## src/rtl/sobel_frame_ctrl_if.sv

```systemverilog
// Pixel handshake from the memory controller and line-buffer write bus toward preprocess.
// The slave side is the frame sequencer; the master side is the surrounding datapath.
interface sobel_frame_ctrl_if #(
  parameter int CW = 10
);
  logic          pix_valid_i;
  logic          pix_ready_o;
  logic          lb_we_o;
  logic [1:0]    lb_sel_o;
  logic [CW-1:0] lb_addr_o;
  logic          win_valid_o;
  logic [CW-1:0] row_o;
  logic [CW-1:0] col_o;

  modport master (
    output pix_valid_i,
    input  pix_ready_o, lb_we_o, lb_sel_o, lb_addr_o, win_valid_o, row_o, col_o
  );

  modport slave (
    input  pix_valid_i,
    output pix_ready_o, lb_we_o, lb_sel_o, lb_addr_o, win_valid_o, row_o, col_o
  );
endinterface

```

## src/rtl/sobel_frame_ctrl.sv

```systemverilog
// Frame sequencer: accepts the pixel stream, tracks row/column, drives the rotating
// line-buffer writes and flags when a complete 3x3 window is available.
module sobel_frame_ctrl #(
  parameter int IMG_W = 640,
  parameter int IMG_H = 480,
  parameter int CW    = 10
) (
  input  logic                   clk,
  input  logic                   rst,
  input  logic                   start_i,
  input  logic                   abort_i,
  input  logic                   stall_i,
  sobel_frame_ctrl_if.slave      bus,
  output logic                   done_o,
  output logic [2:0]             state_o
);

  typedef enum logic [2:0] {
    IDLE = 3'd0,
    FILL = 3'd1,
    RUN  = 3'd2,
    DONE = 3'd3
  } state_t;

  localparam logic [CW-1:0] LAST_COL = CW'(IMG_W - 1);
  localparam logic [CW-1:0] LAST_ROW = CW'(IMG_H - 1);
  localparam logic [CW-1:0] WIN_MIN  = CW'(2);

  state_t        state, state_next;
  logic [CW-1:0] row, col;
  logic [1:0]    sel;
  logic          acc;
  logic          clear;
  logic          last_col;

  assign state_o  = state;
  assign last_col = (col == LAST_COL);

  always_comb begin
    state_next      = state;
    bus.pix_ready_o = ((state == FILL) || (state == RUN)) && !stall_i && !abort_i;
    acc             = bus.pix_valid_i && bus.pix_ready_o;
    clear           = 1'b0;
    case (state)
      IDLE: begin
        if (start_i) begin
          state_next = FILL;
          clear      = 1'b1;
        end
      end
      FILL: begin
        if (abort_i) begin
          state_next = IDLE;
          clear      = 1'b1;
        end else if (acc && (row == CW'(1)) && last_col) begin
          state_next = RUN;
        end
      end
      RUN: begin
        if (abort_i) begin
          state_next = IDLE;
          clear      = 1'b1;
        end else if (acc && (row == LAST_ROW) && last_col) begin
          state_next = DONE;
        end
      end
      DONE: begin
        state_next = IDLE;
        clear      = abort_i;
      end
      default: state_next = IDLE;
    endcase
  end

  always_ff @(posedge clk or posedge rst) begin
    if (rst) begin
      state           <= IDLE;
      row             <= '0;
      col             <= '0;
      sel             <= '0;
      done_o          <= 1'b0;
      bus.lb_we_o     <= 1'b0;
      bus.lb_sel_o    <= '0;
      bus.lb_addr_o   <= '0;
      bus.row_o       <= '0;
      bus.col_o       <= '0;
      bus.win_valid_o <= 1'b0;
    end else begin
      state           <= state_next;
      done_o          <= (state_next == DONE);
      bus.lb_we_o     <= acc;
      bus.win_valid_o <= acc && (row >= WIN_MIN) && (col >= WIN_MIN);

      // Write-side outputs only update on acceptance so they hold between strobes.
      if (acc) begin
        bus.lb_sel_o  <= sel;
        bus.lb_addr_o <= col;
        bus.row_o     <= row;
        bus.col_o     <= col;
      end

      if (clear) begin
        row <= '0;
        col <= '0;
        sel <= '0;
      end else if (acc) begin
        if (last_col) begin
          col <= '0;
          row <= (row == LAST_ROW) ? '0 : row + 1'b1;
          sel <= (sel == 2'd2) ? 2'd0 : sel + 2'd1;
        end else begin
          col <= col + 1'b1;
        end
      end
    end
  end

endmodule

```

## src/flat_wrapper.sv

```systemverilog
// flat-port wrapper written by rule: the top's interface ports become plain ports
module sobel_frame_ctrl_flat 
#(
  parameter int IMG_W = 640,
  parameter int IMG_H = 480,
  parameter int CW    = 10
)
  (clk, rst, start_i, abort_i, stall_i, done_o, state_o, bus_pix_valid_i, bus_pix_ready_o, bus_lb_we_o, bus_lb_sel_o, bus_lb_addr_o, bus_win_valid_o, bus_row_o, bus_col_o);
  sobel_frame_ctrl_if #(.CW(CW)) bus_i ();
  input  logic clk;
  input  logic rst;
  input  logic start_i;
  input  logic abort_i;
  input  logic stall_i;
  output logic done_o;
  output logic [2:0] state_o;
  input wire logic [$bits(bus_i.pix_valid_i)-1:0] bus_pix_valid_i;
  output wire logic [$bits(bus_i.pix_ready_o)-1:0] bus_pix_ready_o;
  output wire logic [$bits(bus_i.lb_we_o)-1:0] bus_lb_we_o;
  output wire logic [$bits(bus_i.lb_sel_o)-1:0] bus_lb_sel_o;
  output wire logic [$bits(bus_i.lb_addr_o)-1:0] bus_lb_addr_o;
  output wire logic [$bits(bus_i.win_valid_o)-1:0] bus_win_valid_o;
  output wire logic [$bits(bus_i.row_o)-1:0] bus_row_o;
  output wire logic [$bits(bus_i.col_o)-1:0] bus_col_o;
  assign bus_i.pix_valid_i = bus_pix_valid_i;
  assign bus_pix_ready_o = bus_i.pix_ready_o;
  assign bus_lb_we_o = bus_i.lb_we_o;
  assign bus_lb_sel_o = bus_i.lb_sel_o;
  assign bus_lb_addr_o = bus_i.lb_addr_o;
  assign bus_win_valid_o = bus_i.win_valid_o;
  assign bus_row_o = bus_i.row_o;
  assign bus_col_o = bus_i.col_o;
  sobel_frame_ctrl #(.IMG_W(IMG_W), .IMG_H(IMG_H), .CW(CW)) u_core (.clk(clk), .rst(rst), .start_i(start_i), .abort_i(abort_i), .stall_i(stall_i), .bus(bus_i), .done_o(done_o), .state_o(state_o));
endmodule
```

## config.mk

```make
export PLATFORM = sky130hd
export DESIGN_NAME = sobel_frame_ctrl_flat
export DESIGN_NICKNAME = d
export VERILOG_FILES = /design/src/rtl/sobel_frame_ctrl_if.sv /design/src/rtl/sobel_frame_ctrl.sv /design/src/flat_wrapper.sv
export SDC_FILE = /design/constraint.sdc
export NUM_CORES = 1
export LEC_CHECK = 0
export CAP_MARGIN = 20
export CORE_MARGIN = 2
export CORE_UTILIZATION = 40
export CTS_BUF_LIST = sky130_fd_sc_hd__clkbuf_16
export CTS_CLUSTER_DIAMETER = 120
export CTS_CLUSTER_SIZE = 30
export DETAILED_ROUTE_END_ITERATION = 8
export HOLD_SLACK_MARGIN = 0.03
export PLACE_DENSITY = 0.75
export SETUP_SLACK_MARGIN = 0.1
export SYNTH_ARGS = -nofsm -noshare
export SYNTH_HDL_FRONTEND = slang
export SYNTH_SLANG_ARGS = --single-unit
```

## constraint.sdc

```tcl
create_clock -name clk -period 2.09 [get_ports clk]
set_clock_uncertainty 0.1 [all_clocks]
set_input_delay 0.418 -clock clk [delete_from_list [all_inputs] [get_ports clk]]
set_output_delay 0.418 -clock clk [all_outputs]
set_load 0.01 [all_outputs]
```

==> flow_summary_export.csv <==
group,metric,value,unit
clock_network,cts-root-buf,"clkbuf_16",
setup_path,cp-startpoint,"u_core.state_o[0]",
place,hpwl,4.29,mm
power,clock_power_share,48.2,%
setup_path,r2r_start,"u_core.row[1]",
synthesis,ys_top_cells_by_count,"nand2_1, dfrtp_1, o21ai_0",
timing,clock.fmax,0.504,GHz
power,ir_drop,446,uV
timing,rsz0062_at_grt,"yes",
synthesis,synth_top_family_by_area,"simple AND/OR/NAND/NOR gates",
synthesis,ys.flop_type,"dfrtp_1",
status,status,"finished, final reports clean",
synthesis,yosys.area_share.adder,2.45,%
die,start_util,40.9,%
place,placed_cells,409,
setup_path,cp.arrival,1470,ps
detailed_routing,vias,2279,
global_routing,first_global_vias,2129,
synthesis,ys_ff_latch,50,
hold_path,hold_path.class,"reg -> reg",
setup_path,path_class,"reg -> out",
clock_network,cts.reportedPaths.clkPinSlew,60,ps
die,ios,45,
setup_path,path_cells,"xnor2_1 -> nor4_1 -> dlygate4sd2_1",
synthesis,netlist_instances,275,
power,power_leakage,1.59,nW
synthesis,yosysUniqueCellTypes,48,
finish,fin_cells,420,
synthesis,synth-simple-area-share,27.9,%
clock_network,cts_buffer_depth,2,
synthesis,post-synth-top-count-cell,"nand2_1",
finish,multi_input_area,1180,sq um
power,netSwitchingFraction,19.5,%
power,p_int,1.71,mW
setup_path,cp_max_fo,3,
global_routing,antenna_found_initial,0,
synthesis,ys_top_cells_by_area,"dfrtp_1, nand2_1, buf_4, ha_1, o21ai_0",
clock_network,cts_hold_buf,0,
power,cellPowerDensity,603,nW/um^2
setup_path,cpPeakStageDelay,410,ps
clock_network,htree_levels,2,
die,die_width,83.9,um
detailed_routing,ant_nets,0,
setup_path,path_buf_inv,1,
clock_network,cts_tree,"yes",
finish,final_area,3520,sq um
detailed_routing,routed_wl,6.15,mm
finish,fin_nets,353,
synthesis,synth_seq_area_share,49.0,%
global_routing,grt_pass1_wl,10.3,mm
finish,regArea,1260,sq um
place,place_area,3250,sq um
timing,setup_viol,0,
detailed_routing,wire_per_inst,14.6,um
timing,whs,373,ps
die,die-area,7030,sq um
place,io_buffers,44,
power,p_sw,0.415,mW
synthesis,synthMuxAreaShare,0.785,%
global_routing,grt_overflow,0,
synthesis,synth_compound_area_share,10.3,%
synthesis,synth_fp_nets,286,
power,comb_power_share,5.7,%
die,placement_rows,29,
setup_path,crit_slowest_cell,"xnor2_1",
setup_path,start_kind,"register",
timing,final_hold_viol_count,0,
clock_network,clock_latency,290,ps
global_routing,grt_usage,18.1,%
power,seq_power_share,46.2,%
finish,drive_gt1_share,18.7,%
setup_path,end_kind,"primary output",
synthesis,yosysWarnings,0,
clock_network,cts_buffers,5,
die,die_y,83.9,um
clock_network,cts.sinks,50,
setup_path,critPathRequiredTime,1570,ps
synthesis,yosysTopAreaCell,"dfrtp_1",
finish,diodes,0,
synthesis,synthArstFlopShare,100,%
synthesis,synthesis.area,2550,sq um
detailed_routing,drt_iter0_drc,193,
global_routing,grt_max_degree,51,
run,maxCapViolations,0,
timing,period_share,95.0,%
setup_path,crit_family,"XOR/XNOR gates",
synthesis,synth_edf_count,0,
detailed_routing,first_pass_iters,4,
synthesis,post-synth-top-area-fraction,49.0,%
timing,layout_min_cycle_time,1990,ps
place,gp_congestion,0.886,
die,core,6240,sq um
detailed_routing,route.detailed.drc,0,
detailed_routing,via_per_inst,5.43,
synthesis,synthXorXnorAreaFrac,3.04,%
synthesis,avgSynthCellArea,9.28,sq um
finish,fill_cells,547,
finish,synthToLayoutAreaGrowth,38.0,%
hold_path,min-delay-start,"u_core.bus.row_o[4]",
timing,slew_viol_final,0,
[final cells by class]
class | count | area share, %
flip-flops and latches | 50 | 35.7
repair buffers | 84 | 22.0
multi-input cells | 195 | 33.6
clock inverters | 3 | 1.81
well taps | 77 | 2.74
inverters | 6 | 0.640
clock buffers | 5 | 3.55
[timing repair]
item,CTS,global route
setup endpoints to repair,20,18
endpoints found under the hold margin,0,0
cloned,0,1
pin swaps,2,5
resized for setup,5,14
buffers inserted,0,2
[worst register-to-register path, stage by stage (launching register included)]
cell	delay (ps)
dfrtp_1	360
ha_1	210
nand4_1	180
or3_1	410
a211o_1	270
a32o_1	250
[sequential cells by signal, indices dropped and copies added, names as in the netlist]
| register | flops |
|---|---|
| u_core.done_o | 1 |
| u_core.bus.win_valid_o | 1 |
| u_core.bus.col_o | 10 |
| u_core.row | 10 |
| u_core.bus.lb_sel_o | 2 |
| u_core.bus.row_o | 10 |
| u_core.state_o | 3 |
| u_core.bus.lb_we_o | 1 |
| u_core.col | 10 |
| u_core.sel | 2 |
[metal layers]
| layer | routed length, um | vias to the layer above | track usage [%] |
|---|---|---|---|
| met5 | 0 | - | 0 |
| met4 | 69 | 0 | 5.28 |
| met3 | 284 | 6 | 3.07 |
| met2 | 3000 | 68 | 28.6 |
| met1 | 2800 | 1114 | 25.8 |
| li1 | - | 1091 | - |
[kinds of logic after synthesis]
kind of cell             Yosys count
AO/OA/AOI/OAI                     40
flip-flops                        50
other                              1
multiplexers                       2
adder cells (fa/ha/maj)            5
AND/OR/NAND/NOR                  139
buffers and inverters             30
XOR/XNOR                           8
[cell usage in the layout, fill, tap and decap left out, drive strengths merged, types with 3 or more instances in the layout]
master / instances
nand3: 11
inv: 6
nor2: 9
or3: 5
nand2b: 3
xor2: 5
dfrtp: 50
clkbuf: 5
or4b: 3
clkdlybuf4s50: 40
o21ai: 12
nand2: 69
xnor2: 3
or4: 6
o31ai: 3
ha: 5
a21oi: 10
nand4: 9
nor3: 6
buf: 40
a211oi: 3
nor4: 9
dlygate4sd2: 3
[through the flow]
| step | utilization, % | power (mW) | TNS, ps | worst slack (ps) |
|---|---|---|---|---|
| 2_1_floorplan | - | 1.05 | 0 | 144 |
| 3_3_place_gp | 52.1 | 1.12 | -6620 | -285 |
| 3_5_place_dp | 52.1 | 1.12 | -8800 | -335 |
| 6_report | 56.4 | 2.12 | 0 | 104 |
| 5_1_grt | 56.4 | 2.19 | 0 | 55.2 |
| 4_1_cts | 55.2 | 2.13 | 0 | 101 |
[power by group through the flow]
stage | Clock (mW) | Sequential (mW) | Combinational [mW]
floorplan | 0 | 1.00 | 0.0527
global placement | 0 | 0.998 | 0.118
detailed placement | 0 | 0.999 | 0.121
CTS | 1.03 | 0.981 | 0.119
global route | 1.08 | 0.981 | 0.132
finish | 1.02 | 0.981 | 0.120
[path summary, 6_finish.rpt]
| check | endpoint | slack (ps) | cells past startpoint |
|---|---|---|---|
| worst max-delay path | bus_pix_ready_o | 100 | 3 |
| worst min-delay path | u_core.bus.row_o[4] | 370 | 2 |
| worst max register to register | u_core.row[7] | 200 | 5 |
| worst min register to register | u_core.bus.row_o[4] | 370 | 2 |
| max in group asynchronous | u_core.row[3] | 1260 | 3 |
| min in group asynchronous | u_core.bus.row_o[2] | 380 | 3 |
(Power assumes the default switching activity.)
